===== src/rtl/seq_divider_pkg.sv =====
// Shared types and helpers for the sequential restoring divider.
package seq_divider_pkg;

  localparam int unsigned DefWidth = 32;
  localparam int unsigned MaxWidth = 128;

  typedef enum logic [2:0] {
    StIdle,
    StPrep,
    StRun,
    StFixup,
    StDone
  } div_state_e;

  typedef struct packed {
    logic [DefWidth-1:0] quot;
    logic [DefWidth-1:0] rem;
    logic                div_by_zero;
    logic                overflow;
  } div_result_t;

  // Most negative two's-complement value for a given width, right-aligned.
  function automatic logic [MaxWidth-1:0] min_val(input int unsigned width);
    logic [MaxWidth-1:0] v;
    v = '0;
    v[width-1] = 1'b1;
    return v;
  endfunction

endpackage


===== src/rtl/seq_divider_restore_step.sv =====
// One combinational restoring-division step: shift in a dividend bit, subtract if it fits.
module seq_divider_restore_step #(
  parameter int unsigned WIDTH = 32
) (
  input  logic [WIDTH-1:0] rem_i,
  input  logic             num_bit_i,
  input  logic [WIDTH-1:0] denom_i,
  output logic [WIDTH-1:0] rem_o,
  output logic             q_bit_o
);

  logic [WIDTH:0] shifted;

  // The partial remainder is always below denom, so the shift fits in WIDTH+1 bits.
  always_comb begin
    shifted = {rem_i, num_bit_i};
    q_bit_o = (shifted >= {1'b0, denom_i});
    rem_o   = q_bit_o ? (shifted[WIDTH-1:0] - denom_i) : shifted[WIDTH-1:0];
  end

endmodule


===== src/rtl/seq_divider.sv =====
// Multi-cycle signed/unsigned restoring divider with valid/ready on both sides.
// Define SEQ_DIVIDER_EARLY_OUT_EN to skip RUN for trivial operand combinations.
module seq_divider
  import seq_divider_pkg::*;
#(
  parameter int unsigned WIDTH           = 32,
  parameter int unsigned ITERS_PER_CYCLE = 1,
  parameter int unsigned CNT_W           = $clog2(WIDTH / ITERS_PER_CYCLE) + 1
) (
  input  logic             clk,
  input  logic             rst,
  input  logic             in_valid,
  output logic             out_cmd_ready,
  input  logic             in_signed,
  input  logic [WIDTH-1:0] in_num,
  input  logic [WIDTH-1:0] in_denom,
  output logic             out_valid,
  input  logic             in_result_ready,
  output logic [WIDTH-1:0] out_quot,
  output logic [WIDTH-1:0] out_rem,
  output logic             out_div_by_zero,
  output logic             out_overflow
);

  localparam int unsigned NumRun = WIDTH / ITERS_PER_CYCLE;
  localparam logic [WIDTH-1:0] MinVal = WIDTH'(min_val(WIDTH));

  if ((WIDTH % ITERS_PER_CYCLE) != 0 || WIDTH < 8 || WIDTH > 128) begin : g_param_check
    $error("seq_divider: WIDTH must be 8..128 and a multiple of ITERS_PER_CYCLE");
  end

  div_state_e       state_q, state_d;
  logic [WIDTH-1:0] num_q, num_d, den_q, den_d;
  logic             signed_q, signed_d, num_neg_q, num_neg_d, den_neg_q, den_neg_d;
  logic [WIDTH-1:0] num_sh_q, num_sh_d, den_mag_q, den_mag_d;
  logic [WIDTH-1:0] rem_q, rem_d, quot_q, quot_d;
  logic [CNT_W-1:0] cnt_q, cnt_d;
  logic             dbz_q, dbz_d, ovf_q, ovf_d;
  logic [WIDTH-1:0] out_quot_q, out_quot_d, out_rem_q, out_rem_d;
  logic             out_dbz_q, out_dbz_d, out_ovf_q, out_ovf_d;

  logic [WIDTH-1:0]           rem_chain [ITERS_PER_CYCLE+1];
  logic [ITERS_PER_CYCLE-1:0] q_bits;
  logic [WIDTH-1:0]           num_mag_c, den_mag_c;
  logic                       is_dbz_c, is_ovf_c, early_c;

  assign rem_chain[0] = rem_q;

  for (genvar k = 0; k < ITERS_PER_CYCLE; k++) begin : g_step
    seq_divider_restore_step #(
      .WIDTH(WIDTH)
    ) u_step (
      .rem_i    (rem_chain[k]),
      .num_bit_i(num_sh_q[WIDTH-1-k]),
      .denom_i  (den_mag_q),
      .rem_o    (rem_chain[k+1]),
      .q_bit_o  (q_bits[ITERS_PER_CYCLE-1-k])
    );
  end

  always_comb begin
    num_mag_c = num_neg_q ? (~num_q + 1'b1) : num_q;
    den_mag_c = den_neg_q ? (~den_q + 1'b1) : den_q;
    is_dbz_c  = (den_q == '0);
    is_ovf_c  = signed_q && (num_q == MinVal) && (den_q == '1);
`ifdef SEQ_DIVIDER_EARLY_OUT_EN
    early_c   = is_dbz_c || is_ovf_c || (num_mag_c < den_mag_c);
`else
    early_c   = 1'b0;
`endif
  end

  always_comb begin
    state_d    = state_q;
    num_d      = num_q;
    den_d      = den_q;
    signed_d   = signed_q;
    num_neg_d  = num_neg_q;
    den_neg_d  = den_neg_q;
    num_sh_d   = num_sh_q;
    den_mag_d  = den_mag_q;
    rem_d      = rem_q;
    quot_d     = quot_q;
    cnt_d      = cnt_q;
    dbz_d      = dbz_q;
    ovf_d      = ovf_q;
    out_quot_d = out_quot_q;
    out_rem_d  = out_rem_q;
    out_dbz_d  = out_dbz_q;
    out_ovf_d  = out_ovf_q;

    unique case (state_q)
      StIdle: begin
        if (in_valid) begin
          num_d     = in_num;
          den_d     = in_denom;
          signed_d  = in_signed;
          num_neg_d = in_signed & in_num[WIDTH-1];
          den_neg_d = in_signed & in_denom[WIDTH-1];
          state_d   = StPrep;
        end
      end
      StPrep: begin
        num_sh_d  = num_mag_c;
        den_mag_d = den_mag_c;
        rem_d     = '0;
        quot_d    = '0;
        cnt_d     = CNT_W'(NumRun);
        dbz_d     = is_dbz_c;
        ovf_d     = is_ovf_c;
        if (early_c) begin
          rem_d   = num_mag_c;
          state_d = StFixup;
        end else begin
          state_d = StRun;
        end
      end
      StRun: begin
        num_sh_d = num_sh_q << ITERS_PER_CYCLE;
        rem_d    = rem_chain[ITERS_PER_CYCLE];
        quot_d   = (quot_q << ITERS_PER_CYCLE) | WIDTH'(q_bits);
        cnt_d    = cnt_q - 1'b1;
        if (cnt_q == CNT_W'(1)) state_d = StFixup;
      end
      StFixup: begin
        out_dbz_d = dbz_q;
        out_ovf_d = ovf_q;
        if (dbz_q) begin
          out_quot_d = '1;
          out_rem_d  = num_q;
        end else if (ovf_q) begin
          out_quot_d = MinVal;
          out_rem_d  = '0;
        end else begin
          // Truncating division: remainder takes the dividend's sign.
          out_quot_d = (num_neg_q ^ den_neg_q) ? (~quot_q + 1'b1) : quot_q;
          out_rem_d  = num_neg_q ? (~rem_q + 1'b1) : rem_q;
        end
        state_d = StDone;
      end
      StDone: begin
        if (in_result_ready) state_d = StIdle;
      end
      default: state_d = StIdle;
    endcase
  end

  always_ff @(posedge clk) begin
    if (rst) begin
      state_q    <= StIdle;
      num_q      <= '0;
      den_q      <= '0;
      signed_q   <= 1'b0;
      num_neg_q  <= 1'b0;
      den_neg_q  <= 1'b0;
      num_sh_q   <= '0;
      den_mag_q  <= '0;
      rem_q      <= '0;
      quot_q     <= '0;
      cnt_q      <= '0;
      dbz_q      <= 1'b0;
      ovf_q      <= 1'b0;
      out_quot_q <= '0;
      out_rem_q  <= '0;
      out_dbz_q  <= 1'b0;
      out_ovf_q  <= 1'b0;
    end else begin
      state_q    <= state_d;
      num_q      <= num_d;
      den_q      <= den_d;
      signed_q   <= signed_d;
      num_neg_q  <= num_neg_d;
      den_neg_q  <= den_neg_d;
      num_sh_q   <= num_sh_d;
      den_mag_q  <= den_mag_d;
      rem_q      <= rem_d;
      quot_q     <= quot_d;
      cnt_q      <= cnt_d;
      dbz_q      <= dbz_d;
      ovf_q      <= ovf_d;
      out_quot_q <= out_quot_d;
      out_rem_q  <= out_rem_d;
      out_dbz_q  <= out_dbz_d;
      out_ovf_q  <= out_ovf_d;
    end
  end

  assign out_cmd_ready   = (state_q == StIdle);
  assign out_valid       = (state_q == StDone);
  assign out_quot        = out_quot_q;
  assign out_rem         = out_rem_q;
  assign out_div_by_zero = out_dbz_q;
  assign out_overflow    = out_ovf_q;

endmodule


===== config.mk =====
export PLATFORM = sky130hd
export DESIGN_NAME = seq_divider
export DESIGN_NICKNAME = d
export VERILOG_FILES = /design/src/rtl/seq_divider_pkg.sv /design/src/rtl/seq_divider_restore_step.sv /design/src/rtl/seq_divider.sv
export SDC_FILE = /design/constraint.sdc
export NUM_CORES = 1
export LEC_CHECK = 0
export BUFFER_PORTS_ARGS = -buffer_cell sky130_fd_sc_hd__buf_4
export CORE_UTILIZATION = 35
export CTS_CLUSTER_SIZE = 25
export DETAILED_ROUTE_END_ITERATION = 10
export PLACE_DENSITY = 0.51
export SLEW_MARGIN = 30
export SYNTH_ARGS = -nofsm -noshare
export SYNTH_HDL_FRONTEND = slang
export SYNTH_SLANG_ARGS = --single-unit

===== constraint.sdc =====
create_clock -name clk -period 4.82 [get_ports clk]
set_clock_uncertainty 0.2 [all_clocks]
set_input_delay 0.241 -clock clk [delete_from_list [all_inputs] [get_ports clk]]
set_output_delay 0.241 -clock clk [all_outputs]
set_load 0.02 [all_outputs]

==> impl_metrics.json, run 1 <==
{
  "initial_core_util_pct": 35.5,
  "max-cap-violations": 0,
  "drt_wl_total_um": 45200,
  "grt_overflow": 0,
  "drive_above_1_share_pct": 11.7,
  "placed_area_um2": 15900,
  "numPortBuffers": 136,
  "multi_input_area_um2": 8380,
  "clkSlewWorstSetupHoldPaths_ns": 0.06,
  "design_area_um2": 17800,
  "drc_errors": 0,
  "slowest_delay_ns": 0.51,
  "grt_pass1_wl_um": 70900,
  "cts_resized": 0,
  "maxSlewHeadroom_pct": 32.9,
  "clkLatencyLatePin_ns": 0.59,
  "syn_to_final_growth_pct": 22.8,
  "vias": 13641,
  "postCtsHoldBufs": 86,
  "nNetsFinal": 2126,
  "clkPwrFrac_pct": 36.0,
  "async_flop_share_pct": 0,
  "synth_edf_count": 0,
  "fin_crit_sh_pct": 76.2,
  "layout_setup_ws_ns": 1.15,
  "fmax_mhz": 272,
  "peakVddDrop_v": 0.000281,
  "cts.htree.levels": 1,
  "n_antenna_cell": 0,
  "critPathLaunchType": "flop",
  "numCtsBuffers": 31,
  "synth_top_cell_by_area": "dfxtp_1",
  "outcome": "finished, final reports clean",
  "final_max_slew_viol_count": 0,
  "fillers": 4196,
  "first_iter_violations": 763,
  "cts_max_path_buffers": 3,
  "powerDensity_nw_per_um2": 382,
  "crit_arrival_ns": 3.93,
  "switching_power_mw": 2.23,
  "ys_seq_area_share_pct": 37.6,
  "final_cells": 2572,
  "required_ns": 5.08,
  "synth.distinct_cells": 64,
  "static-leakage-power_nw": 6.71,
  "crit_slowest_cell": "o21ai_4",
  "syn_area_per_cell_um2": 7.74,
  "synth_common_cells": "321 x nand2_1, 272 x dfxtp_1, 182 x nor2_1, 149 x a21oi_1, 112 x clkbuf_1",
  "synth_seq_cells": 272,
  "synth_top_area_share_pct": 37.6,
  "cts_setup_buffers": 0,
  "hpwlAfterDp_um": 31900,
  "pin_count": 137,
  "synth.area.top_cells": "dfxtp_1 38%, nand2_1 8.3%, a21oi_1 5.1%",
  "p_int_mw": 4.56,
  "die_h_um": 205,
  "worst_pin_slew_ns": 1.00,
  "fp.dieW_um": 205,
  "r2r_slack_ns": 1.15,
  "critPathTopFamily": "compound AO/OA/AOI/OAI gates",
  "seqCellArea_um2": 5450,
  "cts_tree": "yes",
  "grt_pass1_vias": 12719,
  "yosys.cell_count.top_type": "nand2_1",
  "holdCritPathClass": "in2reg",
  "ys.flop_type": "dfxtp_1",
  "syn_nets": 1981,
  "antenna_found_initial": 0,
  "netlist_area_um2": 14500,
  "setup_viol": 0,
  "vias_per_cell": 5.30,
  "core-area_um2": 40800,
  "pwr-share-seq_pct": 37.0,
  "hold_viol_final": 0,
  "fp-row-count": 74,
  "gp_congestion": 0.887,
  "comb_power_share_pct": 27.0,
  "grt_usage_pct": 21.1,
  "root_buffer": "clkbuf_16",
  "dp_cells": 2430,
  "crit_path_end_kind": "flop",
  "synth_cells": 1872,
  "switching_share_pct": 32.8,
  "dieArea_um2": 42200,
  "critical_path_buf_inv_count": 1,
  "fin_crit_ns": 3.67,
  "wl_per_cell_um": 17.6,
  "worst-setup-path-type": "reg2reg",
  "grt_setup_unrepaired": "false",
  "drtPass1Iterations": 5,
  "cp_max_fo": 20,
  "ys_warn_count": 0,
  "grt_max_degree": 102,
  "path_cells": "ha_1 -> nand2_1 -> or3_1 -> a31oi_1 -> o21ai_0 -> nand2_1 -> a21oi_1 -> o21ai_4 -> buf_4 -> mux2i_1 -> o21ai_0",
  "dp_slack_ns": 1.17,
  "postRouteAntennaNets": 0,
  "cts.sinks": 272,
  "finalSetupTns_ns": 0
}
-- cells by family (layout without fill, tap and decap cells) --
logic type | Yosys count | in the layout | synth area share [%]
AND/OR/NAND/NOR | 730 | 730 | 22.7
AO/OA/AOI/OAI | 474 | 474 | 20.7
flip-flops | 272 | 272 | 37.6
buffers and inverters | 183 | 351 | 4.77
XOR/XNOR | 143 | 143 | 8.65
adder cells (fa/ha/maj) | 40 | 40 | 3.51
multiplexers | 30 | 30 | 2.08
-- through the flow --
step / util (%) / hold WS (ns) / total power, mW
after detailed placement: 38.9 / 0.257 / 4.34
after CTS: 43.6 / 0.211 / 6.86
after global routing: 43.6 / 0.265 / 7.14
after floorplan: - / 0.177 / 3.84
final: 43.6 / 0.241 / 6.79
after global placement: 38.9 / 0.249 / 4.34
-- final cells by class --
cell class | count | share of cell area (%)
Multi-Input combinational cell | 1417 | 47.1
Clock buffer | 44 | 4.97
Clock inverter | 12 | 0.907
Inverter | 52 | 1.10
Sequential cell | 272 | 30.6
Tap cell | 532 | 3.74
Timing Repair Buffer | 243 | 11.6
-- sequential cells by signal, summed over array words and instances, names as in the netlist, 3 cells and up --
register and cells:
num_q 32, den_mag_q 32, cnt_q 6, quot_q 32, out_rem 32, state_q 3
den_q 32, rem_q 32, num_sh_q 32, out_quot 32
-- tightest hold or removal path: cells and delay by family --
| kind | cells | cell delay (ns) |
|---|---|---|
| AOI/OAI and AO/OA | 1 | 0.10 |
| and+or+nand+nor | 1 | 0.04 |
| buffers and inverters | 2 | 0.63 |
-- routing by layer --
layer	vias up	global-route usage (%)	share of wire, %
met2	243	34.3	46
met3	53	1.92	3.4
met1	6484	29.6	49
met4	0	5.50	2.1
met5	-	0	0
li1	6861	-	-
-- power by group through the flow --
stage	combinational [mW]	sequential, mW	clock (mW)
floorplan	1.32	2.51	0
CTS	1.84	2.51	2.51
global route	2.02	2.53	2.59
global placement	1.78	2.56	0
finish	1.83	2.51	2.44
detailed placement	1.77	2.56	0
-- placed cells by master, fill, tap and decap left out, types with 5 or more instances in the layout --
cell type / netlist / final
nand2_1: 321 / 320
dfxtp_1: 272 / 271
nor2_1: 182 / 180
buf_4: 0 / 155
a21oi_1: 149 / 149
o21ai_0: 88 / 87
dlygate4sd3_1: 0 / 86
xnor2_1: 85 / 85
a22oi_1: 60 / 60
xor2_1: 58 / 58
nand3_1: 56 / 56
inv_1: 52 / 52
nor3_1: 53 / 52
a211oi_1: 41 / 41
ha_1: 39 / 39
a31oi_1: 38 / 38
clkbuf_16: 0 / 31
mux2i_1: 29 / 29
o31ai_1: 28 / 28
or4_1: 17 / 17
o41ai_1: 14 / 14
nand4_1: 13 / 13
nand2b_1: 13 / 13
nor4_1: 11 / 11
or3_1: 10 / 10
a21o_1: 9 / 9
or2_2: 9 / 9
nor2b_1: 8 / 8
a221oi_1: 8 / 8
and3_1: 7 / 7
clkbuf_1: 112 / 7
o22ai_1: 6 / 6
clkbuf_8: 0 / 6
o21a_1: 5 / 5
or3_4: 5 / 5
-- final timing paths --
kind                              startpoint   endpoint  depth (start not counted)
worst min-delay path            in_denom[11]  den_q[11]                          4
worst max-delay path                rem_q[7]  rem_q[17]                         11
worst min register to register      signed_q   signed_q                          2
worst max register to register      rem_q[7]  rem_q[17]                         11
Note: power is estimated with default switching activity, not from simulation.
==> inputs of run 2 (changes only) <==
- PLACE_DENSITY: 0.51 -> 0.53
- clock period: 4.82 -> 3.05 ns (I/O delays scaled with it)
==> run 2 against run 1 <==
Via count rose by 3.9%. Sequential power rose by 56%. Highest routed layer unchanged. Sequential share of layout area fell by 2.0 points. Clock power rose by 69%. First-iteration DRC count rose by 17%. Largest cell class unchanged. Combinational power rose by 100%. Final cell count rose by 4.2%. Global-route usage rose by 0.17 points. Register-to-register slack got worse by 1.1 ns. Total power rose by 73%. Maximum frequency rose by 21%.
==> impl_metrics.json, run 2 (same netlist as run 1, synthesis figures left out) <==
{
  "outcome": "finished, final reports clean",
  "worst-setup-path-type": "reg2reg",
  "maxSlewHeadroom_pct": 49.4,
  "nNetsFinal": 2235,
  "vias": 14173,
  "grt_usage_pct": 21.2,
  "clkSlewWorstSetupHoldPaths_ns": 0.06,
  "grtUsageMet3_pct": 2.50,
  "min_path_cells": 4,
  "cts_max_path_buffers": 3,
  "peakVddDrop_v": 0.000361,
  "finalSetupTns_ns": 0,
  "powerDensity_nw_per_um2": 615,
  "numCtsBuffers": 34,
  "cp_max_fo": 4,
  "final_cells": 2680,
  "initial_core_util_pct": 35.5,
  "grt_pass1_wl_um": 71200,
  "drc_errors": 0,
  "n_antenna_cell": 0,
  "drtPass1Iterations": 5,
  "power.total_mw": 11.7,
  "grt_overflow": 0,
  "crit_arrival_ns": 3.25,
  "final_max_slew_viol_count": 0,
  "syn_to_final_growth_pct": 31.7,
  "final_common_cell": "nand2_1",
  "clkLatencyLatePin_ns": 0.55,
  "hpwlAfterDp_um": 32000,
  "drive_above_1_share_pct": 18.1,
  "use_met1_pct": 29.7,
  "fin_crit_ns": 3.04,
  "crit_path_end_kind": "flop",
  "static-leakage-power_nw": 7.35,
  "cts.sinks": 272,
  "core-area_um2": 40800,
  "grt_max_degree": 91,
  "postRouteAntennaNets": 0,
  "required_ns": 3.26,
  "numPortBuffers": 136,
  "dp_cells": 2529,
  "r2r_slack_ns": 0.01,
  "postLayoutCoreUtil_pct": 46.7,
  "wl_per_cell_um": 17.1,
  "fp-row-count": 74,
  "fp.dieW_um": 205,
  "fin_crit_sh_pct": 99.6,
  "layout_common_cells": "319 x nand2_1, 267 x dfxtp_1, 252 x buf_4",
  "root_buffer": "clkbuf_16",
  "whs_ns": 0.205,
  "top_usage_layer": "met2",
  "gp_congestion": 0.828,
  "grt_setup_unrepaired": "true",
  "setup_viol": 0,
  "grt_pass1_vias": 13101,
  "met2_usage_pct": 33.7,
  "hold_viol_final": 0,
  "reg2reg_depth": 9,
  "cts.htree.levels": 2,
  "dieArea_um2": 42200,
  "die_h_um": 205,
  "drt_wl_total_um": 45700,
  "critPathLaunchType": "flop",
  "fmax_mhz": 329,
  "vias_per_cell": 5.29,
  "antenna_found_initial": 0,
  "cts_tree": "yes",
  "worst_pin_slew_ns": 0.758,
  "pin_count": 137,
  "holdCritPathClass": "in2reg",
  "max-cap-violations": 0,
  "first_iter_violations": 889
}
run 2: changes by cell type in the layout (fill, tap and decap cells not counted), sizes merged:
cell         previous run  this run
inv                    53        54
clkbuf                 44        51
clkinvlp                3         1
buf                   157       259
dlygate4sd3            86        87
clkinv                  5         4
run 2: path summary, 6_finish.rpt:
path,startpoint,endpoint
worst max-delay path,den_q[10],den_mag_q[27]
worst max register to register,den_q[10],den_mag_q[27]
worst min register to register,out_div_by_zero,out_div_by_zero
worst min-delay path,in_denom[29],den_q[29]
run 2: where the power goes:
| group | internal (mW) | total, mW | switching (mW) |
|---|---|---|---|
| registers | 3.74 | 3.92 | 0.184 |
| logic | 1.74 | 3.67 | 1.93 |
| clock network | 2.51 | 4.13 | 1.62 |
| total | 7.99 | 11.7 | 3.73 |
run 2: area by class of cell:
cell class / count / area [um2]
clock buffers: 48 / 985
clock inverters: 10 / 146
fillers: 4048 / 21800
inverters: 52 / 195
multi-input cells: 1417 / 8650
flip-flops and latches: 272 / 5450
well taps: 532 / 666
repair buffers: 349 / 2970
run 2: repair_timing:
action | in CTS | in global routing
buffers inserted | 0 | 3
hold endpoints to repair | 119 | 0
hold buffers | 87 | 0
setup endpoints to repair | 4 | 53
gates cloned | 0 | 3
pin swaps | 2 | 10
resized for setup | 4 | 50
run 2: stage by stage:
step	instance area (um2)	worst slack (ns)
2_1_floorplan	14500	0.0171
3_3_place_gp	16700	0.0186
3_5_place_dp	16700	-0.0438
4_1_cts	18700	0.00130
5_1_grt	19100	-0.0878
6_report	19100	0.0122
run 2: layer usage:
layer,share of wire (%),up-vias
li1,-,7083
met1,48,6699
met2,45,338
met3,4.9,53
met4,2.3,0
met5,0,-
run 2: worst max-delay path, stage by stage, from the launching register on:
cell and delay [ns]:
dfxtp_2 0.32, or4_4 0.55, nor4_4 0.16, nand2b_1 0.10, or3_4 0.38, or2_4 0.26
or3_4 0.37, o41ai_4 0.31, xor2_1 0.18, a211oi_1 0.08
==> inputs of run 3 (changes only) <==
- RECOVER_POWER: not set -> 25
- SYNTH_HIERARCHICAL: not set -> 1
==> run 3 against run 2 <==
Design area increased by 2.2%. Critical path type unchanged. Critical path depth increased by 2. Highest routed layer is now met5. Register-to-register slack got worse by 0.05 ns. The run now ends with capacitance limit, slew limit, setup timing left. Combinational power increased by 51%. Core utilization decreased by 0.37 points. First-iteration DRC count increased by 20%. Sequential power about the same.
==> impl_metrics.json, run 3 <==
{
  "worst_pin_slew_ns": 1.55,
  "maxSlewHeadroom_pct": -3.41,
  "grt_pass1_vias": 14231,
  "violations": "capacitance limit, slew limit, setup timing",
  "outcome": "finished, violations left",
  "finalSetupTns_ns": -0.216,
  "syn_to_final_growth_pct": 30.1,
  "vias_per_cell": 5.49,
  "crit_arrival_ns": 3.33,
  "clkLatencyLatePin_ns": 0.60,
  "cts_tree": "yes",
  "gp_congestion": 0.873,
  "required_ns": 3.29,
  "syn_area_per_cell_um2": 8.02,
  "cts.sinks": 272,
  "grt_pass1_wl_um": 78900,
  "final_max_slew_viol_count": 35,
  "synth_top_area_share_pct": 36.4,
  "grt_setup_unrepaired": "true",
  "fin_crit_sh_pct": 101,
  "holdCritPathClass": "in2reg",
  "antenna_found_initial": 1,
  "hold_viol_final": 0,
  "reg2reg_depth": 11,
  "crit_path_end_kind": "flop",
  "die_h_um": 209,
  "worst-setup-path-type": "reg2reg",
  "synth_common_cells": "272 x dfxtp_1, 219 x nand2_1, 174 x nor2_1, 171 x a21oi_1, 127 x clkbuf_1",
  "whs_ns": 0.0757,
  "p_int_mw": 8.81,
  "grt_max_degree": 97,
  "setup_viol": 16,
  "pwr-share-seq_pct": 29.3,
  "fp.dieW_um": 209,
  "pin_count": 137,
  "r2r_slack_ns": -0.04,
  "regToRegStartpoint": "rem_q[6]",
  "drtPass1Iterations": 5,
  "endpoint": "rem_q[23]",
  "top_layer_used": "met5",
  "vias": 14881,
  "dieArea_um2": 43600,
  "startpoint": "rem_q[6]",
  "core-area_um2": 42000,
  "synth_top_cell_by_area": "dfxtp_1",
  "ys.flop_type": "dfxtp_1",
  "cts.htree.levels": 1,
  "fillers": 4217,
  "drc_errors": 0,
  "wl_met3_um": 2850,
  "root_buffer": "clkbuf_16",
  "numPortBuffers": 136,
  "peakVddDrop_v": 0.000460,
  "met2WireLength_um": 21900,
  "n_antenna_cell": 0,
  "grt_overflow": 0,
  "layout_common_cells": "258 x dfxtp_1, 219 x nand2_1, 213 x buf_4",
  "final_common_cell": "dfxtp_1",
  "hpwlAfterDp_um": 34700,
  "synth_seq_cells": 272,
  "fmax_mhz": 324,
  "postRouteAntennaNets": 0,
  "fp-row-count": 75,
  "static-leakage-power_nw": 7.73,
  "initial_core_util_pct": 35.6,
  "ys_warn_count": 6,
  "yosys.cell_count.top_type": "dfxtp_1",
  "nNetsFinal": 2259,
  "critPathLaunchType": "flop",
  "wl_per_cell_um": 18.3,
  "drive_above_1_share_pct": 17.6,
  "wl_met1_um": 23800,
  "cts_max_path_buffers": 3,
  "synth_cells": 1867,
  "fin_crit_ns": 3.09,
  "comb_power_share_pct": 41.6,
  "synth.distinct_cells": 73,
  "syn_nets": 1976,
  "synth_edf_count": 0,
  "design_area_um2": 19500,
  "switching_power_mw": 4.57,
  "postLayoutCoreUtil_pct": 46.3,
  "switching_share_pct": 34.2,
  "netlist_area_um2": 15000,
  "r2r-end": "rem_q[23]",
  "powerDensity_nw_per_um2": 687,
  "placed_area_um2": 17400,
  "clkSlewWorstSetupHoldPaths_ns": 0.07,
  "numCtsBuffers": 30,
  "synth.area.top_cells": "dfxtp_1 36%, a21oi_1 5.7%, nand2_1 5.5%",
  "cp_max_fo": 4,
  "clkPwrFrac_pct": 29.2,
  "grt_usage_pct": 22.3,
  "drt_wl_total_um": 49600,
  "first_iter_violations": 1063,
  "layout_setup_ws_ns": -0.0402,
  "ys_seq_area_share_pct": 36.4,
  "async_flop_share_pct": 0,
  "max-cap-violations": 1
}
==> run 3: cell type report <==
class | instances | area, um2 | share of cell area (%)
clock buffers | 41 | 863 | 4.43
clock inverters | 12 | 181 | 0.932
inverters | 63 | 236 | 1.21
multi-input cells | 1388 | 9000 | 46.2
flip-flops and latches | 272 | 5470 | 28.1
well taps | 539 | 674 | 3.46
repair buffers | 395 | 3050 | 15.6
==> run 3: logic make-up after synthesis <==
logic type	share of synthesized area, %
AO/OA/AOI/OAI	24.6
flip-flops	36.4
buffers and inverters	5.43
multiplexers	3.21
XOR/XNOR	7.78
AND/OR/NAND/NOR	19.2
adder cells (fa/ha/maj)	3.39
==> run 3: power groups by stage <==
stage | clock [mW] | combinational (mW) | sequential (mW)
5_1_grt | 4.15 | 6.02 | 3.94
2_1_floorplan | 0 | 3.63 | 3.98
3_3_place_gp | 0 | 5.10 | 3.99
4_1_cts | 3.99 | 5.44 | 3.91
6_report | 3.90 | 5.56 | 3.92
3_5_place_dp | 0 | 5.14 | 3.99
==> run 3: timing repair <==
item,in CTS,in global routing
hold buffers,106,0
endpoints found under the hold margin,91,0
pin swaps,12,5
resized for setup,26,23
setup endpoints to repair,29,31
buffers inserted,3,1
==> run 3: how the worst min path moves through the flow <==
stage / start / slack [ns] / endpoint / cells past startpoint
detailed placement: in_denom[21] / 0.21 / den_q[21] / 3
floorplan: in_signed / 0.09 / signed_q / 2
finish: rst / 0.08 / state_q[1] / 3
CTS: rst / 0.07 / cnt_q[2] / 3
global route: rst / 0.12 / cnt_q[2] / 3
global placement: in_num[8] / 0.20 / num_q[8] / 3
==> run 3: worst max-delay path: stages (launching register included) <==
cell and delay, ns:
dfxtp_4 0.35, ha_4 0.25, a21oi_4 0.12, a211oi_1 0.09, or3_4 0.39, nor4b_4 0.37
and2b_2 0.31, a31o_4 0.26, xor2_1 0.14, mux2_4 0.26, a22oi_2 0.15, nor2_1 0.05
==> run 3: per-layer routing <==
| layer | global-route usage (%) | up-vias |
|---|---|---|
| met1 | 31.2 | 7068 |
| li1 | - | 7355 |
| met5 | 0 | - |
| met2 | 35.0 | 380 |
| met3 | 4.01 | 76 |
| met4 | 5.91 | 2 |
==> run 3: per-stage QoR <==
stage                     worst slack (ns)  std cells  total power [mW]
final                              -0.0402       2710              13.4
after floorplan                     -0.118       1867              7.61
after global routing                -0.174       2710              14.1
after detailed placement            -0.135       2547              9.13
after CTS                          -0.0372       2709              13.3
after global placement              -0.101       2547              9.09
